$ cat src/rtl/cpu_param_pkg.sv
// Shared constants for the parametrised multicycle CPU: opcodes, FSM states, IR field positions.
package cpu_param_pkg;

  localparam int unsigned IR_W    = 16;
  localparam int unsigned STATE_W = 3;
  localparam int unsigned RIDX_W  = 4;

  localparam int unsigned OP_HI  = 15;
  localparam int unsigned OP_LO  = 12;
  localparam int unsigned RD_HI  = 11;
  localparam int unsigned RD_LO  = 8;
  localparam int unsigned RS_HI  = 7;
  localparam int unsigned RS_LO  = 4;
  localparam int unsigned IMM_HI = 7;
  localparam int unsigned IMM_LO = 0;

  localparam logic [3:0] OP_ADD  = 4'h0;
  localparam logic [3:0] OP_SUB  = 4'h1;
  localparam logic [3:0] OP_AND  = 4'h2;
  localparam logic [3:0] OP_OR   = 4'h3;
  localparam logic [3:0] OP_XOR  = 4'h4;
  localparam logic [3:0] OP_NOT  = 4'h5;
  localparam logic [3:0] OP_SHL  = 4'h6;
  localparam logic [3:0] OP_SHR  = 4'h7;
  localparam logic [3:0] OP_LDI  = 4'h8;
  localparam logic [3:0] OP_LD   = 4'h9;
  localparam logic [3:0] OP_ST   = 4'hA;
  localparam logic [3:0] OP_JZ   = 4'hB;
  localparam logic [3:0] OP_JMP  = 4'hC;
  localparam logic [3:0] OP_NOPD = 4'hD;
  localparam logic [3:0] OP_NOPE = 4'hE;
  localparam logic [3:0] OP_HALT = 4'hF;

  typedef enum logic [STATE_W-1:0] {
    ST_FETCH_HI = 3'd0,
    ST_FETCH_LO = 3'd1,
    ST_DECODE   = 3'd2,
    ST_EXEC     = 3'd3,
    ST_MEM      = 3'd4,
    ST_HALT     = 3'd5
  } state_t;

  // Ops 0..7 (ALU class) update the Z/C flags.
  function automatic logic sets_flags(logic [3:0] op);
    return op <= OP_SHR;
  endfunction

endpackage

$ cat src/rtl/cpu_multicycle_param_if.sv
// Status bundle exported by the core so a monitor can trace execution.
interface cpu_multicycle_param_if
  import cpu_param_pkg::*;
#(
  parameter int unsigned AW = 8
) ();
  logic [AW-1:0]      pc;
  logic [IR_W-1:0]    ir;
  logic               flag_c;
  logic               flag_z;
  logic               halted;
  logic [STATE_W-1:0] state;

  modport master (output pc, ir, flag_c, flag_z, halted, state);
  modport slave  (input  pc, ir, flag_c, flag_z, halted, state);
endinterface

$ cat src/rtl/cpu_regfile.sv
// NREG x WIDTH register file: two async read ports, one sync write port, out-of-range indices guarded.
module cpu_regfile
  import cpu_param_pkg::*;
#(
  parameter int unsigned WIDTH = 16,
  parameter int unsigned NREG  = 16
) (
  input  logic              clk,
  input  logic [RIDX_W-1:0] raddr_a,
  input  logic [RIDX_W-1:0] raddr_b,
  output logic [WIDTH-1:0]  rdata_a,
  output logic [WIDTH-1:0]  rdata_b,
  input  logic              wen,
  input  logic [RIDX_W-1:0] waddr,
  input  logic [WIDTH-1:0]  wdata
);
  localparam int unsigned IW = (NREG > 1) ? $clog2(NREG) : 1;

  logic [WIDTH-1:0] regs [NREG];

  function automatic logic in_range(logic [RIDX_W-1:0] idx);
    return 32'(idx) < NREG;
  endfunction

  // Asynchronous reads; unimplemented registers read as zero.
  always_comb begin
    rdata_a = '0;
    rdata_b = '0;
    if (in_range(raddr_a)) rdata_a = regs[raddr_a[IW-1:0]];
    if (in_range(raddr_b)) rdata_b = regs[raddr_b[IW-1:0]];
  end

  // Synchronous write; writes to unimplemented registers are dropped.
  always_ff @(posedge clk) begin
    if (wen && in_range(waddr)) regs[waddr[IW-1:0]] <= wdata;
  end

endmodule

$ cat src/rtl/cpu_multicycle_param.sv
// Multicycle fetch/decode/execute core with byte-addressed unified memory and C/Z flags.
module cpu_multicycle_param
  import cpu_param_pkg::*;
#(
  parameter int unsigned WIDTH     = 16,
  parameter int unsigned NREG      = 16,
  parameter int unsigned MEM_DEPTH = 256
) (
  input  logic                          CK,
  input  logic                          RST_N,
  cpu_multicycle_param_if.master        st
);
  localparam int unsigned AW = $clog2(MEM_DEPTH);

  state_t           state;
  logic [AW-1:0]    pc;
  logic [IR_W-1:0]  ir;
  logic [WIDTH-1:0] a;
  logic [WIDTH-1:0] b;
  logic             flag_c;
  logic             flag_z;
  logic             halted;

  logic [7:0]       mem [MEM_DEPTH];

  logic [3:0]        op;
  logic [RIDX_W-1:0] rd_idx;
  logic [RIDX_W-1:0] rs_idx;
  logic [WIDTH-1:0]  rdata_a;
  logic [WIDTH-1:0]  rdata_b;
  logic              rf_wen;
  logic [WIDTH-1:0]  rf_wdata;
  logic [AW-1:0]     mem_addr;
  logic [7:0]        mem_rdata;
  logic [WIDTH:0]    sum;
  logic [WIDTH-1:0]  alu_res;
  logic              alu_c;

  assign op        = ir[OP_HI:OP_LO];
  assign rd_idx    = ir[RD_HI:RD_LO];
  assign rs_idx    = ir[RS_HI:RS_LO];
  assign mem_addr  = AW'(b);
  assign mem_rdata = mem[mem_addr];

  // Writeback happens on the EXEC edge for ALU/LDI and on the MEM edge for LD; reset suppresses it.
  assign rf_wen   = RST_N && (((state == ST_EXEC) && (op <= OP_LDI)) ||
                              ((state == ST_MEM) && (op == OP_LD)));
  assign rf_wdata = (state == ST_MEM) ? WIDTH'(mem_rdata) : alu_res;

  cpu_regfile #(.WIDTH(WIDTH), .NREG(NREG)) u_rf (
    .clk     (CK),
    .raddr_a (rd_idx),
    .raddr_b (rs_idx),
    .rdata_a (rdata_a),
    .rdata_b (rdata_b),
    .wen     (rf_wen),
    .waddr   (rd_idx),
    .wdata   (rf_wdata)
  );

  // Combinational ALU on the latched operands; C defaults to its current value.
  always_comb begin
    sum     = '0;
    alu_res = '0;
    alu_c   = flag_c;
    case (op)
      OP_ADD: begin
        sum     = (WIDTH+1)'(a) + (WIDTH+1)'(b);
        alu_res = sum[WIDTH-1:0];
        alu_c   = sum[WIDTH];
      end
      OP_SUB: begin
        alu_res = a - b;
        alu_c   = a < b;
      end
      OP_AND: begin alu_res = a & b; alu_c = 1'b0; end
      OP_OR:  begin alu_res = a | b; alu_c = 1'b0; end
      OP_XOR: begin alu_res = a ^ b; alu_c = 1'b0; end
      OP_NOT: begin alu_res = ~b;    alu_c = 1'b0; end
      OP_SHL: begin
        alu_res = {a[WIDTH-2:0], 1'b0};
        alu_c   = a[WIDTH-1];
      end
      OP_SHR: begin
        alu_res = {1'b0, a[WIDTH-1:1]};
        alu_c   = a[0];
      end
      OP_LDI: alu_res = WIDTH'(ir[IMM_HI:IMM_LO]);
      default: ;
    endcase
  end

  // Store port: only in MEM for ST, blocked while reset is asserted.
  always_ff @(posedge CK) begin
    if (RST_N && (state == ST_MEM) && (op == OP_ST)) mem[mem_addr] <= a[7:0];
  end

  // Sequencer: fetch two bytes, latch operands, execute, optional memory phase.
  always_ff @(posedge CK) begin
    if (!RST_N) begin
      state  <= ST_FETCH_HI;
      pc     <= '0;
      ir     <= '0;
      a      <= '0;
      b      <= '0;
      flag_c <= 1'b0;
      flag_z <= 1'b0;
      halted <= 1'b0;
    end else begin
      case (state)
        ST_FETCH_HI: begin
          ir[15:8] <= mem[pc];
          state    <= ST_FETCH_LO;
        end
        ST_FETCH_LO: begin
          ir[7:0] <= mem[pc + AW'(1)];
          state   <= ST_DECODE;
        end
        ST_DECODE: begin
          a     <= rdata_a;
          b     <= rdata_b;
          state <= ST_EXEC;
        end
        ST_EXEC: begin
          if (sets_flags(op)) begin
            flag_z <= (alu_res == '0);
            flag_c <= alu_c;
          end
          case (op)
            OP_LD, OP_ST: state <= ST_MEM;
            OP_HALT: begin
              state  <= ST_HALT;
              halted <= 1'b1;
            end
            OP_JZ: begin
              pc    <= (a == '0) ? AW'(b) : pc + AW'(2);
              state <= ST_FETCH_HI;
            end
            OP_JMP: begin
              pc    <= AW'(b);
              state <= ST_FETCH_HI;
            end
            OP_NOPD, OP_NOPE: begin
              pc    <= pc + AW'(2);
              state <= ST_FETCH_HI;
            end
            default: begin
              pc    <= pc + AW'(2);
              state <= ST_FETCH_HI;
            end
          endcase
        end
        ST_MEM: begin
          pc    <= pc + AW'(2);
          state <= ST_FETCH_HI;
        end
        ST_HALT: state <= ST_HALT;
        default: state <= ST_FETCH_HI;
      endcase
    end
  end

  assign st.pc     = pc;
  assign st.ir     = ir;
  assign st.flag_c = flag_c;
  assign st.flag_z = flag_z;
  assign st.halted = halted;
  assign st.state  = state;

endmodule

$ cat src/flat_wrapper.sv
// flat-port wrapper written by rule: the top's interface ports become plain ports
module cpu_multicycle_param_flat import cpu_param_pkg::*;
#(
  parameter int unsigned WIDTH     = 16,
  parameter int unsigned NREG      = 16,
  parameter int unsigned MEM_DEPTH = 256
)
  (CK, RST_N, st_pc, st_ir, st_flag_c, st_flag_z, st_halted, st_state);
  cpu_multicycle_param_if #(.AW(8)) st_i ();
  input  logic CK;
  input  logic RST_N;
  output wire logic [$bits(st_i.pc)-1:0] st_pc;
  output wire logic [$bits(st_i.ir)-1:0] st_ir;
  output wire logic [$bits(st_i.flag_c)-1:0] st_flag_c;
  output wire logic [$bits(st_i.flag_z)-1:0] st_flag_z;
  output wire logic [$bits(st_i.halted)-1:0] st_halted;
  output wire logic [$bits(st_i.state)-1:0] st_state;
  assign st_pc = st_i.pc;
  assign st_ir = st_i.ir;
  assign st_flag_c = st_i.flag_c;
  assign st_flag_z = st_i.flag_z;
  assign st_halted = st_i.halted;
  assign st_state = st_i.state;
  cpu_multicycle_param #(.WIDTH(WIDTH), .NREG(NREG), .MEM_DEPTH(MEM_DEPTH)) u_core (.CK(CK), .RST_N(RST_N), .st(st_i));
endmodule
$ cat config.mk
export PLATFORM = sky130hd
export DESIGN_NAME = cpu_multicycle_param_flat
export DESIGN_NICKNAME = d
export VERILOG_FILES = /design/src/rtl/cpu_param_pkg.sv /design/src/rtl/cpu_multicycle_param_if.sv /design/src/rtl/cpu_regfile.sv /design/src/rtl/cpu_multicycle_param.sv /design/src/flat_wrapper.sv
export SDC_FILE = /design/constraint.sdc
export NUM_CORES = 2
export LEC_CHECK = 0
export BUFFER_PORTS_ARGS = -buffer_cell sky130_fd_sc_hd__buf_2
export CORE_MARGIN = 2
export CORE_UTILIZATION = 60
export DETAILED_ROUTE_END_ITERATION = 8
export GPL_ROUTABILITY_DRIVEN = 0
export PLACE_DENSITY_LB_ADDON = 0.2
export SKIP_LAST_GASP = 1
export SYNTH_ARGS = -nofsm -noshare
export SYNTH_HDL_FRONTEND = slang
export SYNTH_SLANG_ARGS = --single-unit
export TNS_END_PERCENT = 100
$ cat constraint.sdc
create_clock -name CK -period 10.04 [get_ports CK]
set_clock_uncertainty 0.2 [all_clocks]
set_input_delay 1.004 -clock CK [delete_from_list [all_inputs] [get_ports CK]]
set_output_delay 1.004 -clock CK [all_outputs]
set_load 0.05 [all_outputs]
==> impl_metrics.csv <==
group,metric,value,unit
power,power.switching_fraction,23.3,%
clock_network,ctsHoldBuffers,0,
clock_network,cts.sinks,2366,
flow_run,cap_viol_max_count,2,
critical_path,path_class,"reg -> reg",
global_routing,grt_start_max_net_pins,132,
die,rows,170,
critical_path,path_max_fanout,68,
clock_network,post-cts-setup-buffers,0,
placement,io_buffers,31,
logic_synthesis,yosysSeqAreaShare,54.5,%
global_routing,grt_overflow,0,
power,power_frac_seq,48.3,%
logic_synthesis,synth_cell_types,92,
logic_synthesis,syn_nets,6918,
sta,slew_headroom,-10.3,%
die,fp.dieW,468,um
finish,nets,6856,
route,wire_per_inst,44.2,um
placement,dp_hpwl,268000,um
route,dr.pass1.iters,9,
critical_path,end_kind,"flop",
finish,finish.instance_area,141000,sq um
die,die_area,219000,sq um
sta,period_needed,6720,ps
global_routing,grtUsageTotal,40.1,%
logic_synthesis,syn_area,129000,sq um
finish,final_cell_mix,"edfxtp_1 (2304), mux4_2 (1919), nor2_1 (353)",
finish,num-fill-cells,13800,
clock_network,cts_inserted_buffers,275,
worst_hold_path,hold_class,"reg -> reg",
logic_synthesis,synth_edf_count,2304,
global_routing,antenna_found_initial,20,
route,drc,1,
sta,setup_viol,0,
power,vdd_ir_drop_max,0.187,mV
global_routing,grt_pass1_vias,79900,
power,p_leak,41.5,nW
clock_network,h-tree-depth,5,
finish,syn2layout_area_growth,9.34,%
sta,report.final.slew_viol_count,11,
die,die_h,468,um
sta,hold_slack,282,ps
global_routing,grt_pass1_wl,609000,um
route,antenna_left,0,
placement,placed_area,133000,sq um
power,clkPwrFrac,43.1,%
outcome,outcome,"finished with violations",
sta,tightest_slew,1640,ps
critical_path,critical_path.startpoint_type,"flop",
die,core,214000,sq um
power,p_switching,5.32,mW
clock_network,clk_latency,960,ps
route,vias_per_cell,8.36,
clock_network,ctsRootBufferMaster,"clkbuf_16",
logic_synthesis,synth_ff_type,"edfxtp_1",
sta,tns,0,ps
critical_path,arrival,7280,ps
clock_network,cts.repair.resized,0,
outcome,violations,"design-rule violations, max-capacitance violations, max-slew violations",
die,start_util,60.3,%
critical_path,required,10600,ps
sta,max_freq,149,MHz
die,ios,32,
sta,fin_crit_sh,66.9,%
logic_synthesis,yosysWarnings,0,
logic_synthesis,avgSynthCellArea,18.8,sq um
finish,drive_above_1_share,38.9,%
sta,finalHoldViolations,0,
logic_synthesis,synthArstFlopShare,0,%
clock_network,cts_buffer_depth,4,
route,num_vias,82500,
finish,layout_commonest_cell,"edfxtp_1",
logic_synthesis,synth-seq-cells,2366,
route,drt-total-wl,436000,um
sta,rsz0062_at_grt,"no",
clock_network,clk_pin_slew,70,ps
route,drtIter0Drc,16200,
power,pwr-share-comb,8.6,%
power,intPower,17.5,mW
clock_network,cts_tree,"built",
logic_synthesis,syn_inst,6864,
power,power_density,162,nW/um^2
## metal layers
layer | wire [um] | GRT usage (%) | part of all wire, % | up-vias
met2 | 192000 | 57.5 | 44 | 8126
met1 | 138000 | 51.3 | 32 | 42500
li1 | - | - | - | 30100
met5 | 402 | 0.681 | 0.092 | -
met4 | 33700 | 24.2 | 7.7 | 25
met3 | 72500 | 17.0 | 17 | 1737
## registers in the layout, indices dropped and copies added (netlist names)
register	count
u_core.st.flag_z	1
u_core.st.flag_c	1
u_core.st.state	3
u_core.st.ir	16
u_core.u_rf.regs	256
u_core.mem	2048
u_core.st.pc	8
u_core.st.halted	1
u_core.b	16
u_core.a	16
## area by class of cell
type                            instances  area [sq um]  share of cell area, %
Sequential cell                      2366         70500                   49.9
Multi-Input combinational cell       3792         55800                   39.5
Clock buffer                          330          7310                   5.17
Tap cell                             2838          3550                   2.51
Timing Repair Buffer                  308          2550                   1.81
Clock inverter                        140          1330                  0.939
Inverter                               59           234                  0.166
Antenna cell                           27          67.6                 0.0478
## synthesized netlist by cell type, drive strengths merged (8+ instances only)
cell type,n,area [sq um]
a22oi,30,225
a211oi,40,305
edfxtp,2304,69200
a32oi,15,131
o221ai,42,368
nand3,68,340
nand2b,15,93.8
nor3,38,190
a221oi,38,333
a21boi,35,263
xnor2,8,70.1
a311oi,21,184
and3,12,75.1
buf,370,1960
a21o,11,85.1
nand2,210,791
o21ai,131,656
mux2,17,191
o31ai,9,67.6
o22ai,53,332
nor2,373,1400
nor4,8,56.3
o211ai,16,120
a2111oi,14,123
and2,13,81.3
nand4,18,113
nor2b,17,106
dfxtp,62,1240
or3,9,62.6
inv,59,221
mux2i,319,3190
a31oi,33,206
ha,50,626
mux4,1919,43200
nand3b,8,60.1
clkbuf,277,1130
a21oi,101,505
## power by group through the flow
| stage | clock, mW | combinational, mW | sequential [mW] |
|---|---|---|---|
| detailed placement | 0 | 1.89 | 11.2 |
| finish | 9.84 | 1.96 | 11.0 |
| floorplan | 0 | 1.21 | 11.3 |
| CTS | 9.86 | 1.90 | 11.0 |
| global placement | 0 | 1.87 | 11.2 |
| global route | 10.2 | 2.01 | 11.0 |
## per-stage QoR
stage                     instances  setup WS, ps  total power, mW  utilization, %
after CTS                      9833          3720             22.8            65.9
after global placement         9361          3800             13.1            61.8
after floorplan                6864          3380             12.5               -
after global routing           9836          3190             23.2            65.9
final                          9860          3320             22.8            65.9
after detailed placement       9363          3760             13.1            61.9
## critical path, stage by stage (launching register included)
cell and delay (ps):
dfxtp_4 950, buf_4 820, buf_4 800, buf_4 920, mux4_2 600, a211oi_1 260, o21ai_0 140, nand2_1 150
o21ai_0 170, o21ai_0 1090, a2111oi_0 270
## final timing paths
check,startpoint,slack [ps],depth (start not counted),end
worst max-delay path,u_core.st.pc[0]$_SDFFE_PN0P_,3320,10,u_core.st.ir[14]$_SDFFE_PN0P_
worst min-delay path,u_core.st.flag_c$_SDFFE_PN0P_,280,2,u_core.st.flag_c$_SDFFE_PN0P_
worst max register to register,u_core.st.pc[0]$_SDFFE_PN0P_,3320,10,u_core.st.ir[14]$_SDFFE_PN0P_
worst min register to register,u_core.st.flag_c$_SDFFE_PN0P_,280,2,u_core.st.flag_c$_SDFFE_PN0P_
## logic make-up (layout without fill, tap and decap cells)
| family | after synthesis | in the layout | synth area share, % |
|---|---|---|---|
| adders and majority gates | 52 | 52 | 0.515 |
| xor gates and xnor gates | 10 | 10 | 0.0678 |
| other | 0 | 27 | 0 |
| AOI/OAI and AO/OA | 653 | 653 | 3.47 |
| DFF | 2366 | 2366 | 54.5 |
| muxes | 2255 | 2255 | 36.1 |
| and+or+nand+nor | 822 | 822 | 2.84 |
| buffers and inverters | 706 | 837 | 2.57 |
(Power assumes the default switching activity.)
